`config.mk`:
```
export PLATFORM = sky130hd
export DESIGN_NAME = reg_writeback
export DESIGN_NICKNAME = d
export VERILOG_FILES = /design/src/rtl/reg_writeback.sv
export SDC_FILE = /design/constraint.sdc
export NUM_CORES = 1
export LEC_CHECK = 0
export CORE_UTILIZATION = 54
export CTS_CLUSTER_DIAMETER = 30
export DETAILED_ROUTE_END_ITERATION = 10
export GPL_ROUTABILITY_DRIVEN = 0
export PLACE_DENSITY = 0.95
export SETUP_SLACK_MARGIN = 0.3
export SLEW_MARGIN = 20
export SYNTH_ARGS = -nofsm -noshare
export SYNTH_HDL_FRONTEND = slang
export SYNTH_SLANG_ARGS = --single-unit
```
`constraint.sdc`:
```
create_clock -name CLK -period 5.1 [get_ports CLK]
set_input_delay 1.275 -clock CLK [delete_from_list [all_inputs] [get_ports CLK]]
set_output_delay 1.275 -clock CLK [all_outputs]
set_load 0.03 [all_outputs]
```
`src/rtl/reg_writeback.sv`:
```
// Write-back stage: merges single-cycle ALU results and buffered LU results
// onto the register file's single write port with registered outputs.
module reg_writeback #(
  parameter int DATA_WIDTH = 32,
  parameter int ADDR_WIDTH = 5,
  parameter int DEPTH      = 2
) (
  input  logic                         CLK,
  input  logic                         RESET,
  input  logic                         ALU_VALID,
  output logic                         ALU_READY,
  input  logic [ADDR_WIDTH-1:0]        ALU_ADDR,
  input  logic [DATA_WIDTH-1:0]        ALU_DATA,
  input  logic                         LU_VALID,
  output logic                         LU_READY,
  input  logic [ADDR_WIDTH-1:0]        LU_ADDR,
  input  logic [DATA_WIDTH-1:0]        LU_DATA,
  output logic                         WRITE_ENABLE,
  output logic [ADDR_WIDTH-1:0]        WRITE_ADDRESS,
  output logic [DATA_WIDTH-1:0]        WRITE_DATA,
  output logic [$clog2(DEPTH+1)-1:0]   FIFO_COUNT
);

  localparam int CNT_WIDTH = $clog2(DEPTH + 1);
  localparam int PTR_WIDTH = $clog2(DEPTH);

  // FIFO storage is not reset; occupancy tracking alone decides validity.
  logic [ADDR_WIDTH-1:0] fifo_addr_r [DEPTH];
  logic [DATA_WIDTH-1:0] fifo_data_r [DEPTH];
  logic [PTR_WIDTH-1:0]  wr_ptr_r;
  logic [PTR_WIDTH-1:0]  rd_ptr_r;
  logic [CNT_WIDTH-1:0]  count_r;

  logic                  full_s;
  logic                  enq_s;
  logic                  deq_s;
  logic                  sel_valid_s;
  logic [ADDR_WIDTH-1:0] sel_addr_s;
  logic [DATA_WIDTH-1:0] sel_data_s;
  logic [CNT_WIDTH-1:0]  count_next_s;

  // Ready depends only on the registered count, never on the VALID inputs.
  assign full_s     = (count_r == CNT_WIDTH'(DEPTH));
  assign LU_READY   = !full_s;
  assign ALU_READY  = !full_s;
  assign enq_s      = LU_VALID && !full_s;
  assign FIFO_COUNT = count_r;

  // Write-port arbitration: drain when full, else ALU first, else FIFO head.
  always_comb begin
    sel_valid_s = 1'b0;
    sel_addr_s  = fifo_addr_r[rd_ptr_r];
    sel_data_s  = fifo_data_r[rd_ptr_r];
    deq_s       = 1'b0;
    if (full_s) begin
      sel_valid_s = 1'b1;
      deq_s       = 1'b1;
    end else if (ALU_VALID) begin
      sel_valid_s = 1'b1;
      sel_addr_s  = ALU_ADDR;
      sel_data_s  = ALU_DATA;
    end else if (count_r != {CNT_WIDTH{1'b0}}) begin
      sel_valid_s = 1'b1;
      deq_s       = 1'b1;
    end else begin
      sel_valid_s = 1'b0;
    end
  end

  // Occupancy update; a simultaneous push and pop leaves the count unchanged.
  always_comb begin
    count_next_s = count_r;
    if (enq_s && !deq_s) begin
      count_next_s = count_r + CNT_WIDTH'(1'b1);
    end else if (!enq_s && deq_s) begin
      count_next_s = count_r - CNT_WIDTH'(1'b1);
    end else begin
      count_next_s = count_r;
    end
  end

  // Pointer and count state; pointers wrap naturally since DEPTH is a power of two.
  always_ff @(posedge CLK) begin
    if (!RESET) begin
      wr_ptr_r <= {PTR_WIDTH{1'b0}};
      rd_ptr_r <= {PTR_WIDTH{1'b0}};
      count_r  <= {CNT_WIDTH{1'b0}};
    end else begin
      count_r <= count_next_s;
      if (enq_s) begin
        wr_ptr_r <= wr_ptr_r + PTR_WIDTH'(1'b1);
      end else begin
        wr_ptr_r <= wr_ptr_r;
      end
      if (deq_s) begin
        rd_ptr_r <= rd_ptr_r + PTR_WIDTH'(1'b1);
      end else begin
        rd_ptr_r <= rd_ptr_r;
      end
    end
  end

  // Capture accepted LU results into the slot at the write pointer.
  always_ff @(posedge CLK) begin
    if (enq_s) begin
      fifo_addr_r[wr_ptr_r] <= LU_ADDR;
      fifo_data_r[wr_ptr_r] <= LU_DATA;
    end
  end

  // Registered write port; register 0 is consumed silently, idle holds addr/data.
  always_ff @(posedge CLK) begin
    if (!RESET) begin
      WRITE_ENABLE  <= 1'b0;
      WRITE_ADDRESS <= {ADDR_WIDTH{1'b0}};
      WRITE_DATA    <= {DATA_WIDTH{1'b0}};
    end else if (sel_valid_s) begin
      WRITE_ENABLE  <= (sel_addr_s != {ADDR_WIDTH{1'b0}});
      WRITE_ADDRESS <= sel_addr_s;
      WRITE_DATA    <= sel_data_s;
    end else begin
      WRITE_ENABLE  <= 1'b0;
    end
  end

endmodule

```
==> results.py <==
metrics = {
    "pwr": {
        "switching_power_mw": 1.313,
        "total_power_mw": 3.780,
        "power_frac_comb_pct": 33.7,
        "power_density_nw_per_um2": 547.5,
        "clkPwrFrac_pct": 29.2,
        "switching_share_pct": 34.72,
        "ir_drop_v": 0.0003689,
        "leakage_nw": 2.338,
        "pwr-share-seq_pct": 37.1,
        "intPower_mw": 2.468,
    },
    "synthesis": {
        "synthArstFlopShare_pct": 0,
        "yosysTopAreaCell": "edfxtp_1",
        "synth_top_cells_by_area": "edfxtp_1, dfxtp_1, o211ai_1",
        "syn_nets": 503,
        "ys.flop_type": "edfxtp_1",
        "postSynthAreaPerCell_um2": 12.13,
        "synth_cell_types": 33,
        "netlist.area_leader.share_pct": 43.20,
        "synthesis.area_um2": 5144,
        "seq_area_frac_synth_pct": 59.94,
        "syn_inst": 424,
        "ys_ff_latch": 117,
        "synth_edf_count": 74,
        "ys_warn_count": 0,
    },
    "clock_network": {
        "cts_inserted_buffers": 17,
        "clockBufferDepth": 2,
        "cts_setup_buffers": 0,
        "clk_pin_slew_ns": 0.06,
        "cts_resized": 0,
        "cts_root_buf": "clkbuf_8",
        "holdBufCountCts": 0,
        "cts_tree": "yes",
        "clkLatencyLatePin_ns": 0.50,
        "htree_levels": 4,
        "clock_sinks": 117,
    },
    "timing": {
        "period_share_pct": 74.82,
        "setup_viol": 0,
        "final_max_slew_viol_count": 0,
        "skew_ns": 0.005658,
        "hold-worst-slack_ns": 0.4561,
        "finalHoldViolCount": 0,
        "slew-limit-headroom_pct": 32.51,
        "final.setup.tns_ns": 0,
        "period_needed_ns": 3.816,
        "rsz0062_at_grt": "false",
        "fmax_mhz": 262.1,
        "tightest_slew_ns": 1.010,
    },
    "die": {
        "design.die.area_um2": 9919,
        "core.rowCount": 35,
        "floorplan.initialDensity_pct": 55.67,
        "io_pins": 120,
        "coreArea_um2": 9240,
        "chipHeight_um": 99.60,
        "die_x_um": 99.60,
    },
    "route": {
        "final_antenna_net_count": 0,
        "vias": 4094,
        "wl_per_cell_um": 19.07,
        "via_per_inst": 6.110,
        "initialDrtViolationCount": 283,
        "firstDrtPassIters": 6,
        "remaining_drc_errors": 0,
        "finalWirelength_mm": 12.78,
    },
    "critical_path": {
        "critPathMaxFanout": 41,
        "critPathArrivalTime_ns": 2.54,
        "end_kind": "primary output",
        "cp_data_required_time_ns": 3.83,
        "crit_type": "reg2out",
        "cp-start-kind": "flop",
    },
    "cells_and_area": {
        "fin_nets": 607,
        "diodes": 0,
        "seq_area_um2": 3085,
        "layout-drive-gt1-share_pct": 9.982,
        "multiInputGateArea_um2": 1868,
        "nFillCells": 598,
        "fin_util_pct": 74.73,
        "syn_to_final_growth_pct": 34.25,
    },
    "run": {
        "maxCapViolations": 0,
    },
    "grt": {
        "grt_pass1_wl_mm": 19.52,
        "antenna_found_initial": 0,
        "grt_pass1_vias": 4067,
        "gr-total-overflow": 0,
        "grt_max_degree": 63,
        "grtUsageTotal_pct": 25.97,
    },
    "placed_design": {
        "dpl.hpwl_mm": 7.653,
        "io_buffers": 119,
    },
    "status": {
        "outcome": "finished clean",
    },
    "hold_path": {
        "hold_class": "reg2reg",
    },
}
==> metrics by stage <==
step	instance area [um^2]	setup WS [ns]	instances
after floorplan	5144	1.743	424
after global placement	6327	1.908	637
after detailed placement	6322	1.833	637
after CTS	6878	1.300	669
after global routing	6905	1.190	670
final	6905	1.284	670
==> worst paths after layout <==
check / slack, ns / to / cells after the start / from
hold reg to reg: 0.46 / WRITE_ADDRESS[2]$_SDFFE_PN0P_ / 2 / WRITE_ADDRESS[2]$_SDFFE_PN0P_
setup / recovery: 1.28 / LU_READY / 2 / FIFO_COUNT[0]$_SDFFE_PN0P_
setup reg to reg: 2.50 / fifo_data_r[0][7]$_DFFE_PP_ / 4 / FIFO_COUNT[0]$_SDFFE_PN0P_
hold / removal: 0.46 / WRITE_ADDRESS[2]$_SDFFE_PN0P_ / 2 / WRITE_ADDRESS[2]$_SDFFE_PN0P_
==> kinds of logic after synthesis <==
kind of cell             share of synthesized area (%)
flip-flops                                       59.94
AND/OR/NAND/NOR                                  9.170
buffers and inverters                            3.916
adder cells (fa/ha/maj)                         0.2432
XOR/XNOR                                        0.6812
AO/OA/AOI/OAI                                    18.07
multiplexers                                     7.979
==> area by class of cell <==
type,instances,area share [%]
flip-flops and latches,117,44.68
multi-input cells,267,27.05
repair buffers,122,17.72
clock buffers,19,6.106
well taps,129,2.337
clock inverters,13,1.939
inverters,3,0.1631
==> registers in the layout, indices dropped and copies added, names as in the netlist, named ones only <==
| name | flops |
|---|---|
| FIFO_COUNT | 2 |
| WRITE_ADDRESS | 5 |
| WRITE_DATA | 32 |
| WRITE_ENABLE | 1 |
| fifo_addr_r | 10 |
| fifo_data_r | 64 |
| rd_ptr_r | 1 |
| wr_ptr_r | 1 |
==> layout by cell type, fill, tap and decap left out, types with 4 or more instances in the layout <==
| cell | instances |
|---|---|
| a21oi_1 | 37 |
| o21ai_1 | 5 |
| nand2_1 | 9 |
| o21ai_0 | 34 |
| mux2_2 | 12 |
| mux2_1 | 20 |
| a21boi_1 | 6 |
| clkdlybuf4s50_1 | 117 |
| o211ai_1 | 50 |
| and2_1 | 4 |
| edfxtp_1 | 74 |
| dfxtp_1 | 41 |
| clkbuf_16 | 16 |
| nand2b_1 | 32 |
| clkinvlp_4 | 4 |
| and3_1 | 4 |
| o221ai_1 | 14 |
| or3_1 | 20 |
| mux2i_1 | 5 |
==> metal layers <==
layer / global-route usage, % / share of wire, % / up-vias
li1: - / - / 1838
met1: 29.50 / 38 / 2003
met2: 47.01 / 54 / 228
met3: 5.130 / 6.9 / 25
met4: 12.10 / 1.9 / 0
met5: 0 / 0 / -
==> power groups by stage <==
| stage | combinational [mW] | clock [mW] | sequential, mW |
|---|---|---|---|
| after floorplan | 0.738 | 0 | 1.49 |
| after global placement | 1.18 | 0 | 1.40 |
| after detailed placement | 1.23 | 0 | 1.42 |
| after CTS | 1.25 | 1.11 | 1.40 |
| after global routing | 1.36 | 1.14 | 1.42 |
| final | 1.27 | 1.10 | 1.40 |
==> cells in the mapped netlist, types with 4 or more instances <==
| cell type | instances |
|---|---|
| and3_1 | 5 |
| buf_2 | 5 |
| mux2i_1 | 5 |
| a21boi_1 | 6 |
| nand2_1 | 9 |
| buf_4 | 6 |
| o21ai_0 | 34 |
| or3_1 | 20 |
| dfxtp_1 | 43 |
| and2_1 | 4 |
| clkbuf_1 | 22 |
| o211ai_1 | 50 |
| o221ai_1 | 14 |
| edfxtp_1 | 74 |
| o21ai_1 | 5 |
| a21oi_1 | 37 |
| mux2_1 | 20 |
| nand2b_1 | 32 |
| mux2_2 | 12 |
==> critical path, stage by stage, from the launching register on <==
cell,delay (ns)
dfxtp_2,0.92
nand2b_2,0.41
clkdlybuf4s50_1,0.72
No activity file was read; power rests on OpenSTA's default activity.
